## src/rtl/serial_sub16.sv

```systemverilog
// -----------------------------------------------------------------------------
// serial_sub16
//   Bit-serial subtractor: diff = a - b - bin, one bit per clock, LSB first.
//   A start/busy/done handshake accepts one operation at a time. Results are
//   held until the next accepted start.
//
// Ports
//   clk    in   1      system clock, rising edge
//   reset  in   1      asynchronous, active-high reset
//   start  in   1      request, sampled only in IDLE or DONE
//   a      in   WIDTH  minuend, captured on accepted start
//   b      in   WIDTH  subtrahend, captured on accepted start
//   bin    in   1      borrow-in, captured on accepted start
//   busy   out  1      high while the serial operation runs
//   done   out  1      one-cycle pulse when the result becomes valid
//   diff   out  WIDTH  difference (mod 2^WIDTH)
//   bout   out  1      unsigned borrow-out
//   ovf    out  1      signed two's-complement overflow
// -----------------------------------------------------------------------------
module serial_sub16 #(
    parameter int WIDTH = 16
) (
    input  logic             clk,
    input  logic             reset,
    input  logic             start,
    input  logic [WIDTH-1:0] a,
    input  logic [WIDTH-1:0] b,
    input  logic             bin,
    output logic             busy,
    output logic             done,
    output logic [WIDTH-1:0] diff,
    output logic             bout,
    output logic             ovf
);

    localparam int CNT_W = $clog2(WIDTH) + 1;

    localparam logic [1:0] ST_IDLE = 2'd0;
    localparam logic [1:0] ST_RUN  = 2'd1;
    localparam logic [1:0] ST_DONE = 2'd2;

    localparam logic [CNT_W-1:0] CNT_LAST = CNT_W'(WIDTH - 1);
    localparam logic [CNT_W-1:0] CNT_ONE  = CNT_W'(1);
    localparam logic [CNT_W-1:0] CNT_ZERO = CNT_W'(0);

    logic [1:0]       r_state;
    logic [CNT_W-1:0] r_cnt;
    logic [WIDTH-1:0] r_a_sr;
    logic [WIDTH-1:0] r_b_sr;
    logic [WIDTH-1:0] r_d_sr;
    logic             r_brw;
    logic             r_a_msb;
    logic             r_b_msb;
    logic             r_busy;
    logic             r_done;
    logic [WIDTH-1:0] r_diff;
    logic             r_bout;
    logic             r_ovf;

    logic             w_d;
    logic             w_brw_next;
    logic             w_accept;
    logic             w_last;
    logic             w_ovf;

    // Full-subtractor bit slice, start acceptance and last-bit detection.
    always_comb begin
        w_d        = r_a_sr[0] ^ r_b_sr[0] ^ r_brw;
        w_brw_next = (~r_a_sr[0] & r_b_sr[0]) | (~(r_a_sr[0] ^ r_b_sr[0]) & r_brw);
        // Overflow only possible when operand signs differ; the bit being
        // produced on the last step is the result MSB.
        w_ovf      = (r_a_msb != r_b_msb) && (w_d != r_a_msb);
        w_accept   = 1'b0;
        w_last     = 1'b0;
        case (r_state)
            ST_IDLE: w_accept = start;
            ST_DONE: w_accept = start;
            ST_RUN:  w_last   = (r_cnt == CNT_LAST);
            default: begin
                w_accept = 1'b0;
                w_last   = 1'b0;
            end
        endcase
    end

    // Control FSM: state, busy and the one-cycle done pulse.
    always_ff @(posedge clk or posedge reset) begin
        if (reset) begin
            r_state <= ST_IDLE;
            r_busy  <= 1'b0;
            r_done  <= 1'b0;
        end else begin
            case (r_state)
                ST_IDLE: begin
                    if (w_accept) begin
                        r_state <= ST_RUN;
                        r_busy  <= 1'b1;
                    end else begin
                        r_state <= ST_IDLE;
                        r_busy  <= 1'b0;
                    end
                    r_done <= 1'b0;
                end
                ST_RUN: begin
                    if (w_last) begin
                        r_state <= ST_DONE;
                        r_busy  <= 1'b0;
                        r_done  <= 1'b1;
                    end else begin
                        r_state <= ST_RUN;
                        r_busy  <= 1'b1;
                        r_done  <= 1'b0;
                    end
                end
                ST_DONE: begin
                    // A start here chains directly into the next operation.
                    if (w_accept) begin
                        r_state <= ST_RUN;
                        r_busy  <= 1'b1;
                    end else begin
                        r_state <= ST_IDLE;
                        r_busy  <= 1'b0;
                    end
                    r_done <= 1'b0;
                end
                default: begin
                    r_state <= ST_IDLE;
                    r_busy  <= 1'b0;
                    r_done  <= 1'b0;
                end
            endcase
        end
    end

    // Operand capture and serial shift datapath.
    always_ff @(posedge clk or posedge reset) begin
        if (reset) begin
            r_a_sr  <= '0;
            r_b_sr  <= '0;
            r_d_sr  <= '0;
            r_brw   <= 1'b0;
            r_cnt   <= CNT_ZERO;
            r_a_msb <= 1'b0;
            r_b_msb <= 1'b0;
        end else if (w_accept) begin
            r_a_sr  <= a;
            r_b_sr  <= b;
            r_brw   <= bin;
            r_cnt   <= CNT_ZERO;
            r_a_msb <= a[WIDTH-1];
            r_b_msb <= b[WIDTH-1];
        end else if (r_state == ST_RUN) begin
            r_a_sr <= {1'b0, r_a_sr[WIDTH-1:1]};
            r_b_sr <= {1'b0, r_b_sr[WIDTH-1:1]};
            r_d_sr <= {w_d, r_d_sr[WIDTH-1:1]};
            r_brw  <= w_brw_next;
            r_cnt  <= r_cnt + CNT_ONE;
        end else begin
            r_cnt <= r_cnt;
        end
    end

    // Result registers: written once, on the final serial step.
    always_ff @(posedge clk or posedge reset) begin
        if (reset) begin
            r_diff <= '0;
            r_bout <= 1'b0;
            r_ovf  <= 1'b0;
        end else if ((r_state == ST_RUN) && w_last) begin
            r_diff <= {w_d, r_d_sr[WIDTH-1:1]};
            r_bout <= w_brw_next;
            r_ovf  <= w_ovf;
        end else begin
            r_diff <= r_diff;
        end
    end

    assign busy = r_busy;
    assign done = r_done;
    assign diff = r_diff;
    assign bout = r_bout;
    assign ovf  = r_ovf;

endmodule
```

## config.mk

```make
export PLATFORM = sky130hd
export DESIGN_NAME = serial_sub16
export DESIGN_NICKNAME = d
export VERILOG_FILES = /design/src/rtl/serial_sub16.sv
export SDC_FILE = /design/constraint.sdc
export NUM_CORES = 1
export LEC_CHECK = 0
export BUFFER_PORTS_ARGS = -buffer_cell sky130_fd_sc_hd__buf_2
export CAP_MARGIN = 10
export CORE_MARGIN = 4
export CORE_UTILIZATION = 50
export DETAILED_ROUTE_END_ITERATION = 6
export PLACE_DENSITY = 0.74
export SYNTH_ARGS = -nofsm -noshare
export SYNTH_HDL_FRONTEND = slang
export SYNTH_SLANG_ARGS = --single-unit
```

## constraint.sdc

```tcl
create_clock -name clk -period 7.04 [get_ports clk]
set_input_delay 1.76 -clock clk [delete_from_list [all_inputs] [get_ports clk]]
set_output_delay 1.76 -clock clk [all_outputs]
set_load 0.02 [all_outputs]
```

Word-level counts from Yosys, hierarchy flattened:

Index checks and enable logic that the tools add are counted.

* register bits: 78
* input port bits: 36
* output and inout bits: 20

* muxes and demuxes: 18
* eq/ne operators: 5
* bitwise operators: 8
* reductions and logical operators: 6
* add/subtract/negate cells: 1

Operator list (number)
* 16-bit two-way mux: 4
* 5-bit two-way mux: 2
* 1-bit two-way mux: 9
* 5-bit by 1-bit adder with 5-bit output (second input constant): 1
* 5-bit by 4-bit equality test with 1-bit output (second input constant): 1
* 2-bit one-hot mux with 2 select lines: 1
* 1-bit NOT: 3
* 1-bit bitwise AND: 2
* 2-bit by 1-bit equality test with 1-bit output (second input constant): 1
* 2-bit equality test (second input constant): 1
* 1-bit logical AND: 2
* 2-bit zero test: 1
* 2-bit two-way mux: 1
* 1-bit != test: 2
* 1-bit one-hot mux with 2 select lines: 1
* 2-bit AND reduction: 1
* 2-bit nonzero test: 1
* 2-bit OR reduction: 1
* 1-bit XOR: 2
* 1-bit bitwise OR: 1

Logic depth before layout (Yosys ltp):

* depth in word-level cells: 6
* mapped depth: 7
* depth with buffers taken out: 6

Worst setup path after synthesis:

Ideal clock, no wire load.

* kind: input-to-reg
* start point: input port start
* end point: register r_a_sr[13]
* library setup time: 0.124 ns
* data required time: 6.916 ns
* buffers on the path: 2
* cell stages on the path: 5
* path slack: 4.494 ns
* arrival time: 2.422 ns
* path through: nor2b_1 > clkbuf_1 > buf_2 > a22oi_1 > nand2_1

* word-level cells in the longest chain between the ends: 2
* elaborated cells on any way between the ends: 3
* those cells by class: 2 x mux; 1 x reduce/logical

Ends and longest elaborated chain
* start, declared: RTL line 25 `input logic start,`
* 1-bit two-way mux *: RTL line 75 `case (r_state)`
* 16-bit two-way mux or 2-bit nonzero test (tied branches)
* end signal, assigned: RTL line 153 `r_a_sr <= {1'b0, r_a_sr[WIDTH-1:1]};`
* end, declared: RTL line 48 `logic [WIDTH-1:0] r_a_sr;`

Mark *: on every way between the ends. The rest lies on a longest branch, timed or not.
A chain may end at the register's enable or synchronous reset.

==> reports/metrics.yaml <==
drc: 0
fillCellCount: 530
seq_area_sq_mm: 0.001902
path_max_fanout: 7
slowest_delay_ns: 0.49
antenna_found_initial: 0
fin_setup_tns_ns: 0
synth-seq-cells: 76
gp_congestion: 0.8076
grt_max_degree: 77
fin_crit_ns: 2.814
cts_tree: "yes"
io_pins: 56
met2_usage: 0.2636
drt.antenna.violating_nets: 0
rsz0062_at_grt: "no"
drive_gt1_frac: 0.2514
ys_types: 28
status: "complete, no violations"
critPathSlowestCell: "dfrtp_1"
rows: 28
holdPathStages: 1
crit_start: "r_state[0]$_DFF_PP0_"
die_x_um: 87.22
syn_avg_cell_area_sq_um: 10.25
total_power_mw: 1.538
hold_path_startpoint: "r_cnt[3]$_DFFE_PP0P_"
min_to: "r_cnt[3]$_DFFE_PP0P_"
fin_crit_sh: 0.3998
hpwl_um: 3754
arrival_ns: 1.05
die_area_sq_mm: 0.007607
vias: 2291
htreeDepth: 3
start_util: 0.5238
synthToLayoutAreaGrowth_pct: 14.95
reg2reg_depth: 5
synth_fp_nets: 345
clockBufferDepth: 2
hold_buffers: 0
fmax_mhz: 355.3
final_cells: 433
dp_worst_setup_slack_ns: 4.309
grt_util_met1: 0.2213
dieHeight_um: 87.22
r2r_start: "r_cnt[0]$_DFFE_PP0P_"
end_kind: "primary output"
final_max_slew_viol_count: 0
portBuffers: 55
path_delay_family: "flip-flops"
cp_cell_sequence: "buf_2"
reg2reg_to: "diff[2]$_DFFE_PP0P_"
viasPerCell: 5.291
grt_use_total: 0.1701
antenna-diode-count: 0
hold_ws_ns: 0.4833
cts_buffers: 9
syn_inst: 306
critical_path_required_ns: 5.28
clock_latency_ns: 0.34
clock_skew_ns: 0.008436
startpoint_type: "flop"
syn_area_sq_mm: 0.003138
crit_type: "reg -> out"
slew_headroom: 0.2654
ctsResizeCount: 0
maxCapViolations: 0
grt_util_met3: 0.06055
busiest_layer: "met2"
post_cts_buffers: 0
peakVddDrop_v: 0.0001782
final_hold_viol_count: 0
r2r_slack_ns: 4.75
drt-initial-drc-count: 94
ys_seq_area_frac: 0.6061
postLayoutSetupSlackWorst_ns: 4.226
hold_class: "reg -> reg"
grt_first_pass_wirelength_um: 9963
worst_slew_pin_slew_ns: 1.100
setup_viol: 0
p_per_area_mw_per_mm2: 426.4
path_buf_inv: 1
multiInputGateArea_sq_mm: 0.001120
cts.sinks: 76
routed_wl_um: 5895
firstDrtPassIters: 4
cts-root-buf: "clkbuf_8"
nets: 393
p_leak_nw: 1.903
dp_cells: 418
synth_warnings: 0
routedWlPerCell_um: 13.61
core-area_sq_mm: 0.005991
first_global_vias: 2182
clkTransAtPathRegs_ns: 0.07
gr-total-overflow: 0
synthesized netlist by cell type (all sizes together):
cell / instances / share of area
buf: 15 / 0.026
mux2i: 1 / 0.0032
nor3: 1 / 0.0016
inv: 6 / 0.0072
fa: 1 / 0.0064
o2bb2ai: 1 / 0.0028
nor2b: 3 / 0.0060
clkbuf: 6 / 0.0072
a22o: 3 / 0.0084
nand3b: 2 / 0.0048
a31oi: 14 / 0.028
and3: 1 / 0.0020
nor2: 16 / 0.019
a22oi: 15 / 0.036
nor3b: 1 / 0.0024
nand4: 1 / 0.0020
dfrtp: 76 / 0.61
ha: 2 / 0.0080
a21oi: 1 / 0.0016
mux2: 17 / 0.061
o21ai: 5 / 0.0080
xor2: 1 / 0.0028
a221o: 1 / 0.0032
nand3: 16 / 0.026
nand2: 98 / 0.12
nand2b: 2 / 0.0040
cell families after synthesis:
family	after synthesis	share of synthesized area
multiplexers	18	0.06419
XOR/XNOR	1	0.002792
AO/OA/AOI/OAI	40	0.08772
buffers and inverters	27	0.04027
adder cells (fa/ha/maj)	3	0.01435
flip-flops	76	0.6061
AND/OR/NAND/NOR	141	0.1846
layer usage:
metal	vias up	part of all wire
li1	1114	-
met1	1111	0.45
met2	57	0.47
met3	9	0.066
met4	0	0.014
met5	-	0
how the worst max path moves through the flow:
stage | slack (ns) | endpoint | cells after the start
6_report | 4.23 | busy | 1
2_1_floorplan | 3.34 | bout$_DFFE_PP0P_ | 1
4_1_cts | 4.21 | busy | 1
3_3_place_gp | 4.33 | r_b_sr[0]$_DFFE_PP0P_ | 5
3_5_place_dp | 4.31 | r_b_sr[0]$_DFFE_PP0P_ | 5
5_1_grt | 4.16 | busy | 1
sequential cells by signal (all words and copies together), names as in the netlist:
signal,cells
r_cnt,5
r_state,2
r_brw,1
r_d_sr,15
r_a_msb,1
diff,16
bout,1
r_b_msb,1
ovf,1
r_b_sr,16
done,1
r_a_sr,16
metrics by stage:
stage,area [sq um],utilization
6_report,3607,0.6021
5_1_grt,3607,0.6021
4_1_cts,3607,0.6021
3_5_place_dp,3437,0.5737
3_3_place_gp,3437,0.5737
2_1_floorplan,3138,-
cells in the final DEF (no fill, tap or decap), drive strengths merged:
cell type  count
nor3b          1
xor2           1
and3           1
nand3         16
dfrtp         76
ha             2
nor2b          3
nand4          1
nor3           1
clkinvlp       1
a31oi         14
nor2          16
clkinv         1
inv            5
nand2b         2
mux2          17
mux2i          1
fa             1
buf           58
nand2         98
a21oi          1
clkbuf        14
o2bb2ai        1
a22oi         15
nand3b         2
o21ai          5
a221o          1
a22o           3
cell type report:
cell class / count / area share
multi-input combinational: 203 / 0.3104
clock inverter: 1 / 0.002081
clock buffer: 14 / 0.04509
inverter: 6 / 0.006590
timing repair buffer: 58 / 0.08255
tap: 75 / 0.02601
sequential: 76 / 0.5272
power by group:
part	internal (mW)	switching (mW)	total [mW]
Clock	0.146	0.142	0.288
Combinational	0.209	0.307	0.517
Sequential	0.625	0.109	0.733
No activity file was read; power rests on OpenSTA's default activity.
